File: src/rtl/load_mem_ctrl.sv
// Load-side memory access sequencer: checks alignment against the IR load type,
// runs a req/ack word read, and presents word, IR and byte offset to the load converter.
module load_mem_ctrl #(
  parameter int unsigned TIMEOUT = 15,
  parameter int unsigned CW      = 8
) (
  input  logic        clock_i,
  input  logic        reset_i,
  input  logic        start_i,
  input  logic [31:0] addr_i,
  input  logic [31:0] ir_i,
  output logic        mem_rd_o,
  output logic [31:0] mem_addr_o,
  input  logic        mem_ack_i,
  input  logic [31:0] mem_rdata_i,
  output logic [31:0] ld_data_o,
  output logic [31:0] ld_ir_o,
  output logic [1:0]  ld_offset_o,
  output logic        busy_o,
  output logic        done_o,
  output logic [1:0]  err_o
);

  typedef enum logic [1:0] {
    IDLE  = 2'd0,
    CHECK = 2'd1,
    REQ   = 2'd2,
    DONE  = 2'd3
  } state_e;

  localparam logic [1:0] ERR_OK      = 2'b00;
  localparam logic [1:0] ERR_ALIGN   = 2'b01;
  localparam logic [1:0] ERR_FUNCT3  = 2'b10;
  localparam logic [1:0] ERR_TIMEOUT = 2'b11;

  localparam logic [CW-1:0] CNT_LAST = CW'(TIMEOUT - 1);

  state_e        state_q;
  logic [29:0]   addr_hi_q;
  logic          mem_rd_q;
  logic [31:0]   mem_addr_q;
  logic [31:0]   ld_data_q;
  logic [31:0]   ld_ir_q;
  logic [1:0]    ld_offset_q;
  logic          busy_q;
  logic          done_q;
  logic [1:0]    err_q;
  logic [CW-1:0] cnt_q;

  logic [2:0] funct3;
  logic       illegal_f3;
  logic       misaligned;

  assign funct3 = ld_ir_q[14:12];

  // Checks run on the latched IR/offset so CHECK sees exactly what was accepted.
  always_comb begin
    illegal_f3 = 1'b1;
    misaligned = 1'b0;
    case (funct3)
      3'b000, 3'b100: illegal_f3 = 1'b0;
      3'b001, 3'b101: begin
        illegal_f3 = 1'b0;
        misaligned = ld_offset_q[0];
      end
      3'b010: begin
        illegal_f3 = 1'b0;
        misaligned = |ld_offset_q;
      end
      default: illegal_f3 = 1'b1;
    endcase
  end

  always_ff @(posedge clock_i) begin
    if (reset_i) begin
      state_q     <= IDLE;
      addr_hi_q   <= '0;
      mem_rd_q    <= 1'b0;
      mem_addr_q  <= '0;
      ld_data_q   <= '0;
      ld_ir_q     <= '0;
      ld_offset_q <= '0;
      busy_q      <= 1'b0;
      done_q      <= 1'b0;
      err_q       <= ERR_OK;
      cnt_q       <= '0;
    end else begin
      case (state_q)
        IDLE: begin
          if (start_i) begin
            addr_hi_q   <= addr_i[31:2];
            ld_ir_q     <= ir_i;
            ld_offset_q <= addr_i[1:0];
            err_q       <= ERR_OK;
            busy_q      <= 1'b1;
            state_q     <= CHECK;
          end
        end
        CHECK: begin
          if (illegal_f3) begin
            err_q   <= ERR_FUNCT3;
            done_q  <= 1'b1;
            state_q <= DONE;
          end else if (misaligned) begin
            err_q   <= ERR_ALIGN;
            done_q  <= 1'b1;
            state_q <= DONE;
          end else begin
            mem_rd_q   <= 1'b1;
            mem_addr_q <= {addr_hi_q, 2'b00};
            cnt_q      <= '0;
            state_q    <= REQ;
          end
        end
        REQ: begin
          // An ack on the final allowed cycle still counts as success.
          if (mem_ack_i) begin
            ld_data_q <= mem_rdata_i;
            mem_rd_q  <= 1'b0;
            err_q     <= ERR_OK;
            done_q    <= 1'b1;
            state_q   <= DONE;
          end else if (cnt_q == CNT_LAST) begin
            mem_rd_q <= 1'b0;
            err_q    <= ERR_TIMEOUT;
            done_q   <= 1'b1;
            state_q  <= DONE;
          end else begin
            cnt_q <= cnt_q + 1'b1;
          end
        end
        DONE: begin
          done_q  <= 1'b0;
          busy_q  <= 1'b0;
          state_q <= IDLE;
        end
        default: state_q <= IDLE;
      endcase
    end
  end

  assign mem_rd_o    = mem_rd_q;
  assign mem_addr_o  = mem_addr_q;
  assign ld_data_o   = ld_data_q;
  assign ld_ir_o     = ld_ir_q;
  assign ld_offset_o = ld_offset_q;
  assign busy_o      = busy_q;
  assign done_o      = done_q;
  assign err_o       = err_q;

endmodule

File: config.mk
export PLATFORM = sky130hd
export DESIGN_NAME = load_mem_ctrl
export DESIGN_NICKNAME = d
export VERILOG_FILES = /design/src/rtl/load_mem_ctrl.sv
export SDC_FILE = /design/constraint.sdc
export NUM_CORES = 1
export LEC_CHECK = 0
export BUFFER_PORTS_ARGS = -buffer_cell sky130_fd_sc_hd__buf_4
export CAP_MARGIN = 15
export CORE_ASPECT_RATIO = 0.9
export CORE_MARGIN = 8
export CORE_UTILIZATION = 30
export CTS_BUF_LIST = sky130_fd_sc_hd__clkbuf_2
export DETAILED_ROUTE_END_ITERATION = 6
export GPL_TIMING_DRIVEN = 0
export SETUP_SLACK_MARGIN = 0.05
export SLEW_MARGIN = 20
export SYNTH_ARGS = -nofsm -noshare
export SYNTH_HDL_FRONTEND = slang
export SYNTH_SLANG_ARGS = --single-unit
File: constraint.sdc
create_clock -name clock_i -period 2.8 [get_ports clock_i]
set_input_delay 0.42 -clock clock_i [delete_from_list [all_inputs] [get_ports clock_i]]
set_output_delay 0.42 -clock clock_i [all_outputs]
set_load 0.05 [all_outputs]
# Word level (Yosys, flattened, before mapping)
# Cells that the tools add are included.
[totals] input_bits=100 latch_bits=0 output_inout_bits=103 mem_count=0 register_bits=141 rom_bits=0 ram_bits=0
[classes] shifts=0 eq_ne=15 n_div=0 n_mul=0 n_bitwise=1 n_mux=29 addsub=1 reduce_logical=18 n_lt_le_gt_ge=0
[ops] cell="$mux 8" count=4
[ops] cell="$pmux 8 s2" count=1
[ops] cell="$mux 2" count=7
[ops] cell="$mux 1" count=11
[ops] cell="$ne 2x2->1 const B" count=5
[ops] cell="$add 8x1->8 const B" count=1
[ops] cell="$eq 8x4->1 const B" count=1
[ops] cell="$pmux 2 s4" count=1
[ops] cell="$reduce_and 2->1" count=4
[ops] cell="$reduce_and 4->1" count=2
[ops] cell="$eq 3x3->1 const B" count=2
[ops] cell="$ne 3x3->1 const B" count=2
[ops] cell="$pmux 1 s2" count=3
[ops] cell="$pmux 2 s3" count=1
[ops] cell="$reduce_and 3->1" count=2
[ops] cell="$reduce_bool 3->1" count=2
[ops] cell="$reduce_and 5->1" count=1
[ops] cell="$reduce_or 5->1" count=1
[ops] cell="$eq 2x2->1 const B" count=2
[ops] cell="$reduce_bool 2->1" count=2
[ops] cell="$reduce_or 2->1" count=2
[ops] cell="$eq 3x1->1 const B" count=1
[ops] cell="$eq 3x2->1 const B" count=1
[ops] cell="$logic_not 3->1" count=1
[ops] cell="4 further kinds" count=4

# Depth between registers and ports, before layout
[depth] depth_word=6 depth_mapped=8 depth_no_buf=6

# Worst setup path after synthesis
# Ideal clock, no wire load.
[synth_path] path_kind="flip-flop to flip-flop" from="reg ld_ir_q[12], in the netlist ld_ir_o[12]" to="reg done_q, in the netlist done_o" setup_slack_ps=1003 n_path_buf=0 setup_ps=70 path_stages_with_launch=5 arrival_ps=1726 synth_period_minus_slack_ps=1797 t_required_ps=2730 cell_sequence="dfxtp_1 > a21oi_1 > o21a_1 > or4_1 > a21oi_1"
[synth_between] elab_chain_cells=5
[synth_lines] item="start, declared" line="43" rtl="logic [31:0] ld_ir_q;"
[synth_lines] item="start signal, assigned" line="92" rtl="ld_ir_q <= ir_i;"
[synth_lines] item="$eq 3x1->1 or $eq 3x3->1 (tied branches)" line="60" rtl="case (funct3)"
[synth_lines] item="$reduce_or 2->1" line="60"
[synth_lines] item="$pmux 1 s2" line="60"
[synth_lines] item="$ne 3x3->1 (no source line)"
[synth_lines] item="$reduce_and 3->1 (no source line)"
[synth_lines] item="end signal, assigned" line="84" rtl="done_q <= 1'b0;"
[synth_lines] item="end signal, assigned" line="102" rtl="done_q <= 1'b1;"
[synth_lines] item="end signal, assigned" line="106" rtl="done_q <= 1'b1;"
[synth_lines] item="end, declared" line="46" rtl="logic done_q;"
# Several ways; a longest one is shown, not always the timed one.
# A chain may end at the register's enable or synchronous reset.

# Worst setup path in the final report
[layout_path] from="reg state_q[0]" to="reg ld_ir_q[31], in the netlist ld_ir_o[31]"
[layout_between] elab_chain_cells=2
[layout_lines] item="start, declared" line="38" rtl="state_e state_q;"
[layout_lines] item="start signal, assigned" line="76" rtl="state_q <= IDLE;"
[layout_lines] item="start signal, assigned" line="96" rtl="state_q <= CHECK;"
[layout_lines] item="start signal, assigned" line="103" rtl="state_q <= DONE;"
[layout_lines] item="$logic_not 2->1" line="88" rtl="case (state_q)"
[layout_lines] item="$reduce_and 2->1 (no source line)"
# Every way passes these cells.

==> results.md <==
* Run status: complete, no violations
* Resized Gates After CTS at 0
* Synthesized flop and latch total at 141
* Seq pwr share at 0.394
* Critical path launch point type: flip-flop
* Maximum vdd drop at 0.4227 mV
* Netlist cell types at 45
* Power Density at roughly 750 nW/µm²
* CTS Root Cell: clkbuf_2
* # Post-CTS Setup Buffers at 0
* Finish-stage setup viols at 0
* Die Wd at 155.9 µm
* Switching power at 0.002720 W
* Vias/cell at 4.483
* Clk buf depth at 2
* Tcrit/Tclk final at 0.8128
* Final RePlAce weighted congestion at 0.7759
* Clock power share at 0.193
* HPWL after DPL at 12700 µm
* Clock H-tree levels at 4
* Layout cells sized above 1 at 0.2422
* Synth async-reset ratio at 0
* Commonest non-fill, non-tap cells in the layout: nand2_1, buf_4, dfxtp_1
* Fillcell total at 1760
* Switching share of power at 0.4350
* CTS clock-pin slew for the worst setup and hold paths at 0.20 ns
* Antenna diodes at 0
* CTS tree: yes
* Later-pin clock latency in the skew report at ~0.71 ns
* RSZ-0062 raised after global routing: false
* EDFF count, synth at 0
* HP Class: input port to flip-flop
* Max-slew headroom at 0.5310
* Most common cell on crit path: clkbuf_1
* Slowest Stage Delay on Critical Path at 0.54 ns
* Antenna violations before repair at 0
* Reg2reg path depth at 7
* Synth Cell Area at 5285 µm²
* Final instance area at 8292 µm²
* Most common cell after layout, fill and taps aside: nand2_1
* GRT Util Overall at 0.1639
* Syn Inst Count at ~670
* Syn avg cell area at 7.936 µm²
* Area delta synth->final at 56.89%
* Slowest-stage cell, CP: clkbuf_1
* Row Count at 46
* DIE HEIGHT at roughly 140 µm
* Critical path endpoint category: flip-flop
* Critical Path, Cell by Cell: inv_1 -> ha_1 -> and2_1 -> clkbuf_1 -> clkbuf_1 -> nand2_1 -> a21oi_1
* # nets final at 1089
* DR pass1 iterations at 4
* Storage cell area at ~2800 µm²
* Hold Path Depth at 4
* Core box area at 17440 µm²
* Maxcap violations at 0
* Worst path required time at between 3 and 4 ns
* Final hold vios at 0
* Crit Path Max Fanout at 10
* Sequential element share of the synthesized area at 0.5341
* Antenna Nets Post-Route at 0
* Worst Skew at 0.03794 ns
* Synth warn at 0
* Die area at 22130 µm²
* PortBufs at 200
* CTS Buf Count at 17
* Actual slew at the worst max-slew pin at about 0.7 ns
* Grt ovf at 0
* Critical Path AT at 2.89 ns
* Pin count of the biggest net entering global routing at 17
* Main synth FF type: dfxtp_1
* Hold_ws at between 0.1 and 0.15 ns
* Pleak at 3.377 nW
* Comb pwr share at 0.413
* Fmax at 439.4 MHz
* WL/cell at 14.87 µm
* First-pass GRT wire length at 28820 µm
* WL final at around 18000 µm
* Vias at roughly 5500
* Fin Setup TNS at 0 ns
* Boundary Pins at between 200 and 250
* Area of the multi-input gates at around 2300 µm²
* Sink Count at 141
* Crit path time final at 2.276 ns
* Post-route DRC at 0
* Initial core utilization at 0.3031
* DRT iter0 DRCs at 241
* Int Power at 0.003533 W
* Vias in the first global route at approximately 5500
* Crit Path Class: flip-flop to flip-flop
* Power Total at 0.006252 W
* Area of placed instances at 7091 µm²
* Final Slew Violations at 0
cell families (layout without fill, tap and decap cells):
kind of cell / count (synthesis) / after routing / share of synthesized area
AND/OR/NAND/NOR: 296 / 296 / 0.2370
AO/OA/AOI/OAI: 165 / 165 / 0.1695
flip-flops: 141 / 141 / 0.5341
buffers and inverters: 55 / 383 / 0.04072
adder cells (fa/ha/maj): 6 / 6 / 0.01420
multiplexers: 2 / 2 / 0.003788
other: 1 / 2 / 0.0007095
area by class of cell:
cell class | count | share of cell area
flip-flops and latches | 141 | 0.3404
repair buffers | 297 | 0.2982
multi-input cells | 471 | 0.2715
well taps | 240 | 0.03622
plain buffers | 46 | 0.02188
clock inverters | 14 | 0.01750
clock buffers | 17 | 0.01026
inverters | 9 | 0.004074
metal layers:
metal	routed length, µm	GRT usage	up-vias	part of all wire
li1	-	-	2838	-
met1	8027	0.1918	2513	0.44
met2	8470	0.2685	169	0.46
met3	1670	0.07327	16	0.091
met4	201	0.04133	0	0.011
met5	0	0	-	0
cell usage after synthesis (2+ instances only):
cell type / count / share of area
clkbuf_1: 34 / 0.024
mux2i_1: 2 / 0.0038
nor2b_1: 4 / 0.0047
nor2_1: 3 / 0.0021
ha_1: 6 / 0.014
a21oi_1: 137 / 0.13
a311oi_1: 2 / 0.0033
dfxtp_1: 141 / 0.53
nand2b_1: 8 / 0.0095
buf_4: 2 / 0.0028
a2bb2oi_1: 2 / 0.0033
buf_1: 9 / 0.0064
inv_1: 9 / 0.0064
nand3_1: 5 / 0.0047
o21ai_0: 9 / 0.0085
nand2_1: 255 / 0.18
and2_1: 3 / 0.0036
or3_1: 2 / 0.0024
nor4_4: 2 / 0.0080
or4_1: 4 / 0.0057
o22ai_1: 2 / 0.0024
o31ai_1: 2 / 0.0028
critical path, delay by kind of cell (launching register included):
family	cells	cell delay [ns]
AO/OA/AOI/OAI	1	0.13
adder cells (fa/ha/maj)	1	0.30
AND/OR/NAND/NOR	2	0.27
buffers and inverters	3	1.13
flip-flops	1	0.38
power groups by stage:
stage	logic, W	clock network [W]	registers [W]
6_report	0.00258	0.00120	0.00246
2_1_floorplan	0.00102	0	0.00314
3_5_place_dp	0.00249	0	0.00251
4_1_cts	0.00261	0.00125	0.00246
3_3_place_gp	0.00249	0	0.00250
5_1_grt	0.00282	0.00133	0.00250
flip-flops by register name, indices dropped and copies added, names as in the netlist:
signal	cells
ld_offset_o	2
addr_hi_q	30
mem_addr_o	30
state_q	2
ld_ir_o	32
ld_data_o	32
busy_o	1
done_o	1
err_o	2
cnt_q	8
mem_rd_o	1
per-stage QoR:
step,utilization,instances,worst slack (ns)
CTS,0.4755,1235,0.4378
global route,0.4755,1235,0.2798
finish,0.4755,1235,0.5241
global placement,0.4066,1107,0.4902
floorplan,-,667,1.003
detailed placement,0.4066,1107,0.4839
repair_timing:
action                                  in CTS  in global routing
hold buffers                                97                  0
endpoints found under the setup margin       0                  0
hold endpoints to repair                    97                  0
path summary, 6_finish.rpt:
kind | startpoint | endpoint | slack (ns)
worst min-delay path | start_i | state_q[1] | 0.12
worst min register to register | addr_hi_q[3] | mem_addr_o[5] | 0.41
worst max register to register | state_q[0] | ld_ir_o[31] | 0.52
worst max-delay path | state_q[0] | ld_ir_o[31] | 0.52
Note: power is estimated with default switching activity, not from simulation.
